`src/rtl/softmax_argmax.sv`:
```
// Top-1/top-2 selector for a ten-entry fp32 probability frame, scanned one entry per cycle.
// Values are ordered through a monotonic unsigned key, so no floating-point compare is needed.
module softmax_argmax #(
  parameter logic [31:0] THRESH = 32'h3F000000
) (
  input  logic        clk,
  input  logic        resetn,
  input  logic        valid_in,
  input  logic [31:0] percent0,
  input  logic [31:0] percent1,
  input  logic [31:0] percent2,
  input  logic [31:0] percent3,
  input  logic [31:0] percent4,
  input  logic [31:0] percent5,
  input  logic [31:0] percent6,
  input  logic [31:0] percent7,
  input  logic [31:0] percent8,
  input  logic [31:0] percent9,
  output logic        busy,
  output logic [3:0]  class_idx,
  output logic [31:0] max_prob,
  output logic [3:0]  second_idx,
  output logic [31:0] second_prob,
  output logic        low_conf,
  output logic        valid_out,
  output logic        err_drop
);

  typedef enum logic [1:0] {IDLE, SCAN, OUT} state_t;

  state_t      state, state_next;
  logic [31:0] frame [10];
  logic [3:0]  cnt;
  logic [31:0] best_val, sec_val;
  logic [3:0]  best_idx, sec_idx;
  logic        sec_valid;
  logic [31:0] cand_val, cand_key;

  // Positive values get the top bit set; negative magnitudes are inverted so larger means greater.
  function automatic logic [31:0] order_key(input logic [31:0] x);
    return x[31] ? {1'b0, ~x[30:0]} : {1'b1, x[30:0]};
  endfunction

  assign busy     = (state != IDLE);
  assign cand_val = frame[cnt];
  assign cand_key = order_key(cand_val);

  always_comb begin
    state_next = state;
    case (state)
      IDLE:    if (valid_in) state_next = SCAN;
      SCAN:    if (cnt == 4'd9) state_next = OUT;
      OUT:     state_next = IDLE;
      default: state_next = IDLE;
    endcase
  end

  always_ff @(posedge clk or negedge resetn) begin
    if (!resetn) begin
      state       <= IDLE;
      cnt         <= 4'd0;
      best_val    <= 32'd0;
      best_idx    <= 4'd0;
      sec_val     <= 32'd0;
      sec_idx     <= 4'd0;
      sec_valid   <= 1'b0;
      class_idx   <= 4'd0;
      max_prob    <= 32'd0;
      second_idx  <= 4'd0;
      second_prob <= 32'd0;
      low_conf    <= 1'b0;
      valid_out   <= 1'b0;
      err_drop    <= 1'b0;
      for (int i = 0; i < 10; i++) frame[i] <= 32'd0;
    end else begin
      state     <= state_next;
      valid_out <= 1'b0;
      if (valid_in && busy) err_drop <= 1'b1;
      case (state)
        // capture stage: frame buffer loaded, entry 0 seeds the best slot
        IDLE: if (valid_in) begin
          frame[0] <= percent0;
          frame[1] <= percent1;
          frame[2] <= percent2;
          frame[3] <= percent3;
          frame[4] <= percent4;
          frame[5] <= percent5;
          frame[6] <= percent6;
          frame[7] <= percent7;
          frame[8] <= percent8;
          frame[9] <= percent9;
          best_val  <= percent0;
          best_idx  <= 4'd0;
          sec_valid <= 1'b0;
          cnt       <= 4'd1;
        end
        // scan stage: strict greater-than keeps the lower index on ties
        SCAN: begin
          if (cand_key > order_key(best_val)) begin
            sec_val   <= best_val;
            sec_idx   <= best_idx;
            sec_valid <= 1'b1;
            best_val  <= cand_val;
            best_idx  <= cnt;
          end else if (!sec_valid || (cand_key > order_key(sec_val))) begin
            sec_val   <= cand_val;
            sec_idx   <= cnt;
            sec_valid <= 1'b1;
          end
          cnt <= cnt + 4'd1;
        end
        // output stage: results registered and held until the next frame completes
        OUT: begin
          class_idx   <= best_idx;
          max_prob    <= best_val;
          second_idx  <= sec_idx;
          second_prob <= sec_val;
          low_conf    <= (order_key(best_val) < order_key(THRESH));
          valid_out   <= 1'b1;
          cnt         <= 4'd0;
        end
        default: ;
      endcase
    end
  end

endmodule

```
`config.mk`:
```
export PLATFORM = sky130hd
export DESIGN_NAME = softmax_argmax
export DESIGN_NICKNAME = d
export VERILOG_FILES = /design/src/rtl/softmax_argmax.sv
export SDC_FILE = /design/constraint.sdc
export NUM_CORES = 1
export LEC_CHECK = 0
export CAP_MARGIN = 40
export CORE_ASPECT_RATIO = 0.8
export CORE_MARGIN = 2
export CORE_UTILIZATION = 45
export CTS_CLUSTER_DIAMETER = 100
export DETAILED_ROUTE_END_ITERATION = 7
export GPL_ROUTABILITY_DRIVEN = 0
export PLACE_DENSITY = 0.81
export RECOVER_POWER = 50
export SETUP_SLACK_MARGIN = 0.2
export SLEW_MARGIN = 20
export SYNTH_ARGS = -nofsm -noshare
export SYNTH_HDL_FRONTEND = slang
export SYNTH_SLANG_ARGS = --single-unit
```
`constraint.sdc`:
```
create_clock -name clk -period 4.7 [get_ports clk]
set_input_delay 1.41 -clock clk [delete_from_list [all_inputs] [get_ports clk]]
set_output_delay 1.41 -clock clk [all_outputs]
set_load 0.05 [all_outputs]
```
==> impl_metrics.tcl <==
set metrics [dict create \
    status "finished, violations left" \
    violations "capacitance limit, slew limit" \
    drv_slew 78 \
    post-synth-top-area-cell "dfrtp_1" \
    synth.avg_cell_area_um2 13.5 \
    hold_viol 0 \
    die_w_um 258 \
    grt_pass1_wl_um 105000 \
    synth_top_area_frac 0.512 \
    grt.total_usage 0.261 \
    fmax_ghz 0.221 \
    critPathArrivalTime_ps 5020 \
    critPathMaxFanout 8 \
    rsz0062_at_grt "yes" \
    drt_iter0_markers 1254 \
    hp-class "flip-flop to flip-flop" \
    synthCells 1710 \
    fp-row-count 74 \
    cap_violations 1 \
    seq_area_um2 11900 \
    hpwl_um 50300 \
    synth.most_common_cell "dfrtp_1" \
    crit_start "cnt[0]$_DFFE_PN0P_" \
    layoutNonFillerInstCount 2879 \
    htreeDepth 2 \
    synth_ff_type "dfrtp_1" \
    start_util 0.455 \
    synth_edf_count 0 \
    tightest_slew_ps 2000 \
    drive_gt1_frac 0.369 \
    synth_compound_area_frac 0.0724 \
    r2r-end "best_val[0]$_DFFE_PN0P_" \
    multi_input_area_um2 11100 \
    crit_end "best_val[0]$_DFFE_PN0P_" \
    crit_type "flip-flop to flip-flop" \
    num_io_pins 399 \
    cts.sinks 474 \
    cp-end-kind "flip-flop" \
    critPathLaunchType "flip-flop" \
    layout-area-overhead-vs-synth_pct 33.7 \
    nFillCells 3844 \
    r2r-start "cnt[0]$_DFFE_PN0P_" \
    synth_area_leaders "dfrtp_1 (51%), mux2_2 (21%), mux4_2 (6.2%), ha_1 (3.8%), xnor2_1 (2.3%)" \
    core_area_um2 50900 \
    synth.top_cells.by_count "dfrtp_1 (474), mux2_2 (425), nand2_1 (93)" \
    relSlewSlack -0.336 \
    tritoncts "done" \
    synthXorXnorAreaFrac 0.0348 \
    synth_async_sr_flop_share 1.00 \
    yosys.area_share.simple 0.0468 \
    first_global_vias 17200 \
    final_cell_area_um2 31000 \
    yosys.area_share.adder 0.0384 \
    synth_seq_area_share 0.512 \
    syn_area_um2 23100 \
    cts_root_buffer "clkbuf_16" \
    ys_types 55 \
    dieArea_um2 53300 \
    clock-skew-final_ps 20.7 \
    ys_warn_count 0 \
    grt_start_max_net_pins 95 \
    finalNetCount 2543 \
    postRouteAntennaNets 0 \
    cts_made_buffers 48 \
    r2r_cells 18 \
    numPortBuffers 398 \
    synthMuxAreaShare 0.269 \
    worstSkewPairLatency_ps 580 \
    cts_hold_buf 0 \
    yosys_register_bits 474 \
    placed_cells 2727 \
    fp.dieH_um 207 \
    firstDrtPassIters 7 \
    vias 16700 \
    routed_wl_um 72500 \
    antenna_found_initial 10 \
    synth_top_family_by_area "multiplexers" \
    drc_errors 0 \
    overflow 0 \
    finalCritPeriodShare 0.963 \
    viasPerCell 5.80 \
    clk_pin_slew_ps 60 \
    crit_required_ps 5200 \
    syn_nets 2104 \
    r2r_slack_ps 170 \
    setup_viol 0 \
    period_needed_ps 4530 \
    cts_buffer_depth 3 \
    wl_per_cell_um 25.2 \
    placed_area_um2 28200 \
]
cell type report:
class | instances | area share
clock buffer | 62 | 0.0431
tap | 684 | 0.0276
sequential | 474 | 0.384
timing repair buffer | 510 | 0.174
inverter | 12 | 0.00146
clock inverter | 26 | 0.00958
antenna | 8 | 0.000647
multi-input combinational | 1103 | 0.360
worst max-delay path: stages (launching register included):
cell	delay, ps
dfrtp_4	490
mux4_2	560
a221oi_4	320
a21oi_4	80
buf_12	150
clkbuf_16	170
buf_12	150
xor2_1	200
ha_1	400
nand4_4	170
or4_4	500
o21bai_4	180
o22ai_4	100
buf_6	140
o311ai_4	270
buf_6	220
buf_12	170
nand2_2	70
o21ai_1	110
how the worst min path moves through the flow:
stage,start,to,slack (ps),cells after the start
2_1_floorplan,best_idx[1]$_DFFE_PN0P_,best_idx[1]$_DFFE_PN0P_,460,2
3_3_place_gp,err_drop$_DFFE_PN0P_,err_drop$_DFFE_PN0P_,460,1
3_5_place_dp,err_drop$_DFFE_PN0P_,err_drop$_DFFE_PN0P_,450,1
4_1_cts,err_drop$_DFFE_PN0P_,err_drop$_DFFE_PN0P_,470,1
5_1_grt,err_drop$_DFFE_PN0P_,err_drop$_DFFE_PN0P_,500,1
6_report,err_drop$_DFFE_PN0P_,err_drop$_DFFE_PN0P_,470,1
through the flow:
stage                     setup TNS, ps  hold WS, ps  utilization  setup WS (ps)
final                                 0          468        0.608            174
after global routing                  0          497        0.608           84.6
after CTS                             0          465        0.588            219
after detailed placement              0          451        0.553           21.9
after global placement            -6070          459        0.552           -174
after floorplan                       0          457            -            532
cell families after synthesis:
logic type | Yosys count
buffers and inverters | 133
XOR/XNOR | 92
multiplexers | 490
flip-flops | 474
AO/OA/AOI/OAI | 238
adder cells (fa/ha/maj) | 71
AND/OR/NAND/NOR | 212
state kept, by name (all words and copies together) (netlist names):
name,flops
best_idx,4
best_val,32
class_idx,4
cnt,4
err_drop,1
frame,320
low_conf,1
max_prob,32
sec_idx,4
sec_val,32
sec_valid,1
second_idx,4
second_prob,32
state,2
valid_out,1
metal layers:
metal  track usage  vias to the layer above  share of wire
li1              -                     7194              -
met1         0.334                     8562           0.39
met2         0.444                      767           0.49
met3        0.0499                      172          0.079
met4        0.0995                        6          0.040
met5             0                        -        0.00050
layout by cell type, fill, tap and decap left out, drive strengths merged, types with 15 or more instances in the layout:
master         instances
mux4                  64
o21ai                 78
a21oi                 66
or3                   34
xor2                  32
clkdlybuf4s50        396
clkbuf                79
xnor2                 60
o221a                 36
a221oi                34
nand2b                38
mux2                 425
nand2                 93
buf                   96
ha                    71
dfrtp                474
clkinv                15
repair_timing:
item,CTS,global route
gates resized for setup,6,105
buffers inserted,4,38
endpoints found under the setup margin,36,72
cloned,2,12
pin swaps,2,32
Power is not shown: default switching activity piles up to over one toggle a cycle in this logic, so the estimate is an artifact.
